File: src/rtl/palette_fader_if.sv
// palette_fader_if: pixel lookup, fade control and palette write bundle for palette_fader
interface palette_fader_if #(
  parameter int IDX_W = 4,
  parameter int CW    = 4,
  parameter int LVL_W = 4
);
  logic [IDX_W-1:0] index;
  logic             pix_valid;
  logic             frame_tick;
  logic             fade_start;
  logic             fade_dir;
  logic             wr_en;
  logic [IDX_W-1:0] wr_addr;
  logic [3*CW-1:0]  wr_data;
  logic [CW-1:0]    red;
  logic [CW-1:0]    green;
  logic [CW-1:0]    blue;
  logic             rgb_valid;
  logic             fade_busy;
  logic [LVL_W:0]   fade_level;
  modport slave (
    input  index, pix_valid, frame_tick, fade_start, fade_dir, wr_en, wr_addr, wr_data,
    output red, green, blue, rgb_valid, fade_busy, fade_level
  );
  modport master (
    output index, pix_valid, frame_tick, fade_start, fade_dir, wr_en, wr_addr, wr_data,
    input  red, green, blue, rgb_valid, fade_busy, fade_level
  );
endinterface

File: src/rtl/palette_fader.sv
// palette_fader: palette lookup with frame-timed brightness fade; define PALETTE_FADER_WR_EN for a writable palette
module palette_fader #(
  parameter int IDX_W       = 4,
  parameter int CW          = 4,
  parameter int LVL_W       = 4,
  parameter int STEP_FRAMES = 4
) (
  input logic           Clk,
  input logic           Reset_n,
  palette_fader_if.slave bus
);
  localparam int N     = 2 ** IDX_W;
  localparam int MW    = CW + LVL_W + 1;
  localparam int CNT_W = $clog2(STEP_FRAMES + 1);
  localparam logic [LVL_W:0] FULL = (LVL_W + 1)'(2 ** LVL_W);
  typedef enum logic [1:0] {IDLE, FADE_OUT, FADE_IN} state_t;
  state_t           state_q, state_d;
  logic [CNT_W-1:0] cnt_q, cnt_d;
  logic [LVL_W:0]   lvl_q, lvl_d;
  logic [3*CW-1:0]  rd_entry;
  logic [3*CW-1:0]  s1_q;
  logic             s1_vld_q;
  logic [CW-1:0]    r_q, g_q, b_q;
  logic             vld_q;
  function automatic logic [CW-1:0] scale(input logic [CW-1:0] c, input logic [LVL_W:0] l);
    logic [MW-1:0] p;
    p = MW'(c) * MW'(l);
    return p[LVL_W +: CW];
  endfunction
`ifdef PALETTE_FADER_WR_EN
  logic [3*CW-1:0] pal_q [N];
  // palette storage: defaults on reset, written at the clock edge so same-cycle reads see the old entry
  always_ff @(posedge Clk or negedge Reset_n)
    if (!Reset_n)
      for (int i = 0; i < N; i++) pal_q[i] <= {3{CW'(i)}};
    else if (bus.wr_en)
      pal_q[bus.wr_addr] <= bus.wr_data;
  assign rd_entry = pal_q[bus.index];
`else
  logic [IDX_W+CW-1:0] idx_ext;
  logic                unused_wr;
  assign idx_ext   = {{CW{1'b0}}, bus.index};
  assign rd_entry  = {3{idx_ext[CW-1:0]}};
  assign unused_wr = &{1'b0, bus.wr_en, bus.wr_addr, bus.wr_data};
`endif
  // two-stage lookup: stage 1 fetches the entry, stage 2 scales it by the live fade level
  always_ff @(posedge Clk or negedge Reset_n)
    if (!Reset_n) begin
      s1_q     <= '0;
      s1_vld_q <= 1'b0;
      r_q      <= '0;
      g_q      <= '0;
      b_q      <= '0;
      vld_q    <= 1'b0;
    end else begin
      s1_q     <= rd_entry;
      s1_vld_q <= bus.pix_valid;
      vld_q    <= s1_vld_q;
      if (s1_vld_q) begin
        r_q <= scale(s1_q[3*CW-1:2*CW], lvl_q);
        g_q <= scale(s1_q[2*CW-1:CW], lvl_q);
        b_q <= scale(s1_q[CW-1:0], lvl_q);
      end
    end
  // fade state, frame counter and brightness registers
  always_ff @(posedge Clk or negedge Reset_n)
    if (!Reset_n) begin
      state_q <= IDLE;
      cnt_q   <= '0;
      lvl_q   <= FULL;
    end else begin
      state_q <= state_d;
      cnt_q   <= cnt_d;
      lvl_q   <= lvl_d;
    end
  // fade sequencing: start only from IDLE, step the level every STEP_FRAMES ticks, stop at the end level
  always_comb begin
    state_d = state_q;
    cnt_d   = cnt_q;
    lvl_d   = lvl_q;
    case (state_q)
      IDLE:
        if (bus.fade_start && bus.fade_dir && lvl_q != '0) begin
          state_d = FADE_OUT;
          cnt_d   = '0;
        end else if (bus.fade_start && !bus.fade_dir && lvl_q != FULL) begin
          state_d = FADE_IN;
          cnt_d   = '0;
        end
      default:
        if (bus.frame_tick) begin
          if (cnt_q == CNT_W'(STEP_FRAMES - 1)) begin
            cnt_d   = '0;
            lvl_d   = state_q == FADE_OUT ? lvl_q - 1'b1 : lvl_q + 1'b1;
            state_d = (lvl_d == '0 || lvl_d == FULL) ? IDLE : state_q;
          end else begin
            cnt_d = cnt_q + 1'b1;
          end
        end
    endcase
  end
  assign bus.red        = r_q;
  assign bus.green      = g_q;
  assign bus.blue       = b_q;
  assign bus.rgb_valid  = vld_q;
  assign bus.fade_busy  = state_q != IDLE;
  assign bus.fade_level = lvl_q;
endmodule

File: src/flat_wrapper.sv
// flat-port wrapper written by rule: the top's interface ports become plain ports
module palette_fader_flat 
#(
  parameter int IDX_W       = 4,
  parameter int CW          = 4,
  parameter int LVL_W       = 4,
  parameter int STEP_FRAMES = 4
)
  (Clk, Reset_n, bus_index, bus_pix_valid, bus_frame_tick, bus_fade_start, bus_fade_dir, bus_wr_en, bus_wr_addr, bus_wr_data, bus_red, bus_green, bus_blue, bus_rgb_valid, bus_fade_busy, bus_fade_level);
  palette_fader_if #(.IDX_W(IDX_W), .CW(CW), .LVL_W(LVL_W)) bus_i ();
  input logic Clk;
  input logic Reset_n;
  input wire logic [$bits(bus_i.index)-1:0] bus_index;
  input wire logic [$bits(bus_i.pix_valid)-1:0] bus_pix_valid;
  input wire logic [$bits(bus_i.frame_tick)-1:0] bus_frame_tick;
  input wire logic [$bits(bus_i.fade_start)-1:0] bus_fade_start;
  input wire logic [$bits(bus_i.fade_dir)-1:0] bus_fade_dir;
  input wire logic [$bits(bus_i.wr_en)-1:0] bus_wr_en;
  input wire logic [$bits(bus_i.wr_addr)-1:0] bus_wr_addr;
  input wire logic [$bits(bus_i.wr_data)-1:0] bus_wr_data;
  output wire logic [$bits(bus_i.red)-1:0] bus_red;
  output wire logic [$bits(bus_i.green)-1:0] bus_green;
  output wire logic [$bits(bus_i.blue)-1:0] bus_blue;
  output wire logic [$bits(bus_i.rgb_valid)-1:0] bus_rgb_valid;
  output wire logic [$bits(bus_i.fade_busy)-1:0] bus_fade_busy;
  output wire logic [$bits(bus_i.fade_level)-1:0] bus_fade_level;
  assign bus_i.index = bus_index;
  assign bus_i.pix_valid = bus_pix_valid;
  assign bus_i.frame_tick = bus_frame_tick;
  assign bus_i.fade_start = bus_fade_start;
  assign bus_i.fade_dir = bus_fade_dir;
  assign bus_i.wr_en = bus_wr_en;
  assign bus_i.wr_addr = bus_wr_addr;
  assign bus_i.wr_data = bus_wr_data;
  assign bus_red = bus_i.red;
  assign bus_green = bus_i.green;
  assign bus_blue = bus_i.blue;
  assign bus_rgb_valid = bus_i.rgb_valid;
  assign bus_fade_busy = bus_i.fade_busy;
  assign bus_fade_level = bus_i.fade_level;
  palette_fader #(.IDX_W(IDX_W), .CW(CW), .LVL_W(LVL_W), .STEP_FRAMES(STEP_FRAMES)) u_core (.Clk(Clk), .Reset_n(Reset_n), .bus(bus_i));
endmodule
File: config.mk
export PLATFORM = sky130hd
export DESIGN_NAME = palette_fader_flat
export DESIGN_NICKNAME = d
export VERILOG_FILES = /design/src/rtl/palette_fader_if.sv /design/src/rtl/palette_fader.sv /design/src/flat_wrapper.sv
export SDC_FILE = /design/constraint.sdc
export NUM_CORES = 1
export LEC_CHECK = 0
export CAP_MARGIN = 20
export CORE_MARGIN = 2
export CORE_UTILIZATION = 47
export CTS_BUF_LIST = sky130_fd_sc_hd__clkbuf_16
export DETAILED_ROUTE_END_ITERATION = 6
export PLACE_DENSITY = 0.86
export SYNTH_ARGS = -nofsm -noshare
export SYNTH_HDL_FRONTEND = slang
export SYNTH_SLANG_ARGS = --single-unit
File: constraint.sdc
create_clock -name Clk -period 3.5 [get_ports Clk]
set_input_delay 0.35 -clock Clk [delete_from_list [all_inputs] [get_ports Clk]]
set_output_delay 0.35 -clock Clk [all_outputs]
set_load 0.02 [all_outputs]
==> impl_results.md <==
* CTS H-tree depth at 1
* Synth Flop Type: dfrtp_1
* Post-synth EDFFs at 0
* CP Capture Type: flip-flop
* Compound-Gate Fraction of Synth Area at 8.26%
* YS warnings at 0
* CP required at roughly 3600 ps
* Worst-path clk slew at 60 ps
* Number of cells produced by synthesis at 150
* First-pass GRT wire length at 4960 um
* Via/cell ratio at between 5 and 6
* Post-DRT Antenna Nets at 0
* Area growth from synthesis to layout at 25.7%
* Slew margin rel. at about two fifths
* Hold Crit Start: u_core.cnt_q[1]$_DFFE_PN0P_
* Main combinational cell family by area after synthesis: simple AND/OR/NAND/NOR gates
* Final non-filler cell total at between 200 and 250
* Sequential fraction of the synthesis area at between 30% and 40%
* Vias at between 1000 and 1500
* Status: completed
* Number of port buffers at 28
* Worst skew pair latency at between 200 and 300 ps
* Hold crit path type: flip-flop to flip-flop
* Worst IR Drop VDD at about 0.62 mV
* Vias in the first global route at 1140
* Hold depth at 1
* Ports at 46
* Cell Pwr Density at between 900 and 1000 nW/um2
* # rows at 20
* TritonCTS clock tree: yes
* Initial antenna violation count at 0
* Ratio of cells with drive above 1 in the final layout at between 10% and 20%
* FF-to-FF setup slack at approximately 400 ps
* CP max-delay cell: dfrtp_1
* Tmin final at just over 3000 ps
* RSZ-0062 raised after global routing: false
* Most common cell after layout, fill and taps aside: clkdlybuf4s50_1
* Setup CP Type: flip-flop to flip-flop
* Die height at 60.5 um
* Xor/xnor share of the synthesized area at 7.51%
* Hold buffers post-CTS at 0
* Synthesized cell area at approximately 1500 um2
* Period utilisation layout at a little under 90%
* GRT Total Usage at 18.1%
* Die width at 60.5 um
* WL/cell at between 10 and 15 um
* DR iter-0 viols at 23
* Most common cell on crit path: fa_1
* Critical path launch point type: flip-flop
* RD Place Congestion at about 0.82
* DPL Wire Length at about 2300 um
* Full die area at 3660 um2
* Placed Instances at roughly 210
* Nets at 220
* Critical R2R Launch: u_core.bus.fade_level[0]$_DFFE_PN0P_
* Commonest cells after routing, fill and taps aside: 28 x clkdlybuf4s50_1, 19 x dfrtp_1, 18 x nand2_1
* Post-synth ARST share at 100%
* Post-synthesis simple-gate area fraction at 18.4%
* Final Slew Violations at 0
* Cells along the critical path: nand2_1, fa_1, fa_1, inv_1, ha_1, nand4_1, o2111ai_1, a21oi_1, xnor2_1, mux2i_1
* Drt pass-1 iters at 4
* Worst slew pin tran at 895 ps
* Initial Utilization at about half
* Root buffer cell: clkbuf_16
* Critical Path Fanout Max at 10
* Synthesized flop and latch total at 20
* Post-Synth Adder-Cell Area at between 10% and 20%
* Worst Reg-to-Reg Cells at 10
* Synth Area per Inst at around 10 um2
* Core area at between 3000 and 4000 um2
* CTS resizes at 0
* Max Fclk at between 0.3 and 0.4 GHz
* Antenna diode count at 0
* CTS buffer count at 3
* Max Cap Viol at 0
* Crit. path cell count at 10
* Final wirelength at roughly 2800 um
* FF-to-FF End: u_core.bus.red[3]$_DFFE_PN0P_
* Mux share of post-synthesis cell area at 5.26%
* Final Hold Fails at 0
* Post-Syn Nets at about 200
* Synth cell types at 44
* Grt total ovfl at 0
* Setup TNS at 0 ps
* Static Leak at 0.863 nW
* WHS at approximately 500 ps
* CP max stage delay at ~570 ps
* Crit path buf inv count at 1
* Worst EP arrival at between 3000 and 4000 ps
* Final Setup Violations at 0
* Drc violations at 0
* Setup Fix Bufs, Post-CTS at 0
* CTS Buffer Depth at 2
* Family with the most delay on the worst path: adder cells
* Clock sink total at 20
* Clk_skew at between 4 and 5 ps
* Largest net degree at the start of global routing at 21
* Hold worst-path end: u_core.cnt_q[1]$_DFFE_PN0P_
## how the worst max path moves through the flow
| stage | from | endpoint | slack (ps) |
|---|---|---|---|
| final | u_core.bus.fade_level[0]$_DFFE_PN0P_ | u_core.bus.red[3]$_DFFE_PN0P_ | 400 |
| after global routing | u_core.bus.fade_level[0]$_DFFE_PN0P_ | u_core.bus.red[3]$_DFFE_PN0P_ | 250 |
| after CTS | u_core.bus.fade_level[0]$_DFFE_PN0P_ | u_core.bus.red[3]$_DFFE_PN0P_ | 410 |
| after detailed placement | u_core.bus.fade_level[0]$_DFFE_PN0P_ | u_core.bus.red[3]$_DFFE_PN0P_ | 460 |
| after global placement | u_core.bus.fade_level[0]$_DFFE_PN0P_ | u_core.bus.red[3]$_DFFE_PN0P_ | 520 |
| after floorplan | u_core.bus.fade_level[1]$_DFFE_PN0P_ | u_core.bus.red[3]$_DFFE_PN0P_ | 460 |
## cell families after synthesis
kind of cell             Yosys count
AND/OR/NAND/NOR                   48
buffers and inverters             28
flip-flops                        20
adder cells (fa/ha/maj)           18
AO/OA/AOI/OAI                     17
XOR/XNOR                          12
multiplexers                       7
## flip-flops by register name (all words and copies together) (netlist names)
signal                 flops
u_core.s1_vld_q            1
u_core.bus.red             1
u_core.bus.fade_level      5
u_core.s1_q                4
u_core.bus.blue            3
u_core.bus.rgb_valid       1
u_core.cnt_q               3
u_core.state_q             2
## per-stage QoR
step | cell area, um2 | util (%) | worst slack, ps | total power (W)
4_1_cts | 1880 | 61.7 | 411 | 0.00186
2_1_floorplan | 1500 | - | 459 | 0.00124
3_3_place_gp | 1780 | 58.3 | 517 | 0.00148
5_1_grt | 1880 | 61.7 | 251 | 0.00200
3_5_place_dp | 1780 | 58.3 | 458 | 0.00154
6_report | 1880 | 61.7 | 404 | 0.00185
## power by group
part	switching, W	internal [W]	total (W)
combinational	0.000599	0.000532	0.00113
clock	0.0000813	0.000227	0.000308
sequential	0.0000956	0.000315	0.000410
total	0.000776	0.00107	0.00185
## worst reg2reg max path, stage by stage (launching register included)
cell,delay (ps)
dfrtp_1,570
nand2_1,160
fa_1,530
fa_1,550
inv_1,40
ha_1,260
nand4_1,160
o2111ai_1,350
a21oi_1,140
xnor2_1,140
mux2i_1,80
## cell usage after synthesis (all sizes together), types with 2 or more instances
| cell | count | share of area [%] |
|---|---|---|
| dfrtp | 19 | 32 |
| nand2 | 18 | 4.5 |
| inv | 17 | 4.4 |
| ha | 13 | 11 |
| buf | 11 | 5.2 |
| and2 | 9 | 3.8 |
| xnor2 | 9 | 5.3 |
| a21oi | 5 | 1.9 |
| fa | 5 | 6.7 |
| nor2 | 5 | 1.4 |
| mux2 | 4 | 3.0 |
| mux2i | 3 | 2.3 |
| nand3 | 3 | 1.0 |
| o21ai | 3 | 1.0 |
| xor2 | 3 | 2.3 |
| a211o | 2 | 1.3 |
| nand2b | 2 | 1.3 |
| nand4 | 2 | 0.83 |
| nor4 | 2 | 2.3 |
| or2 | 2 | 0.84 |
## per-layer routing
metal  share of wire (%)  global-route usage, %  routed length (um)  vias to the layer above
li1                    -                      -                   -                      537
met1                  38                   19.2                1080                      527
met2                  57                   36.8                1620                       36
met3                 5.3                   4.26                 150                        0
met4                   0                   2.17                   0                        0
met5                   0                      0                   0                        -
## cell type report
type                    instances  area [um2]
multi-input cells             102         853
clock inverters                 1        30.0
flip-flops and latches         20         502
fillers                       263        1170
clock buffers                   3        75.1
well taps                      44        55.1
repair buffers                 31         303
inverters                      17        66.3
Note: power is estimated with default switching activity, not from simulation.
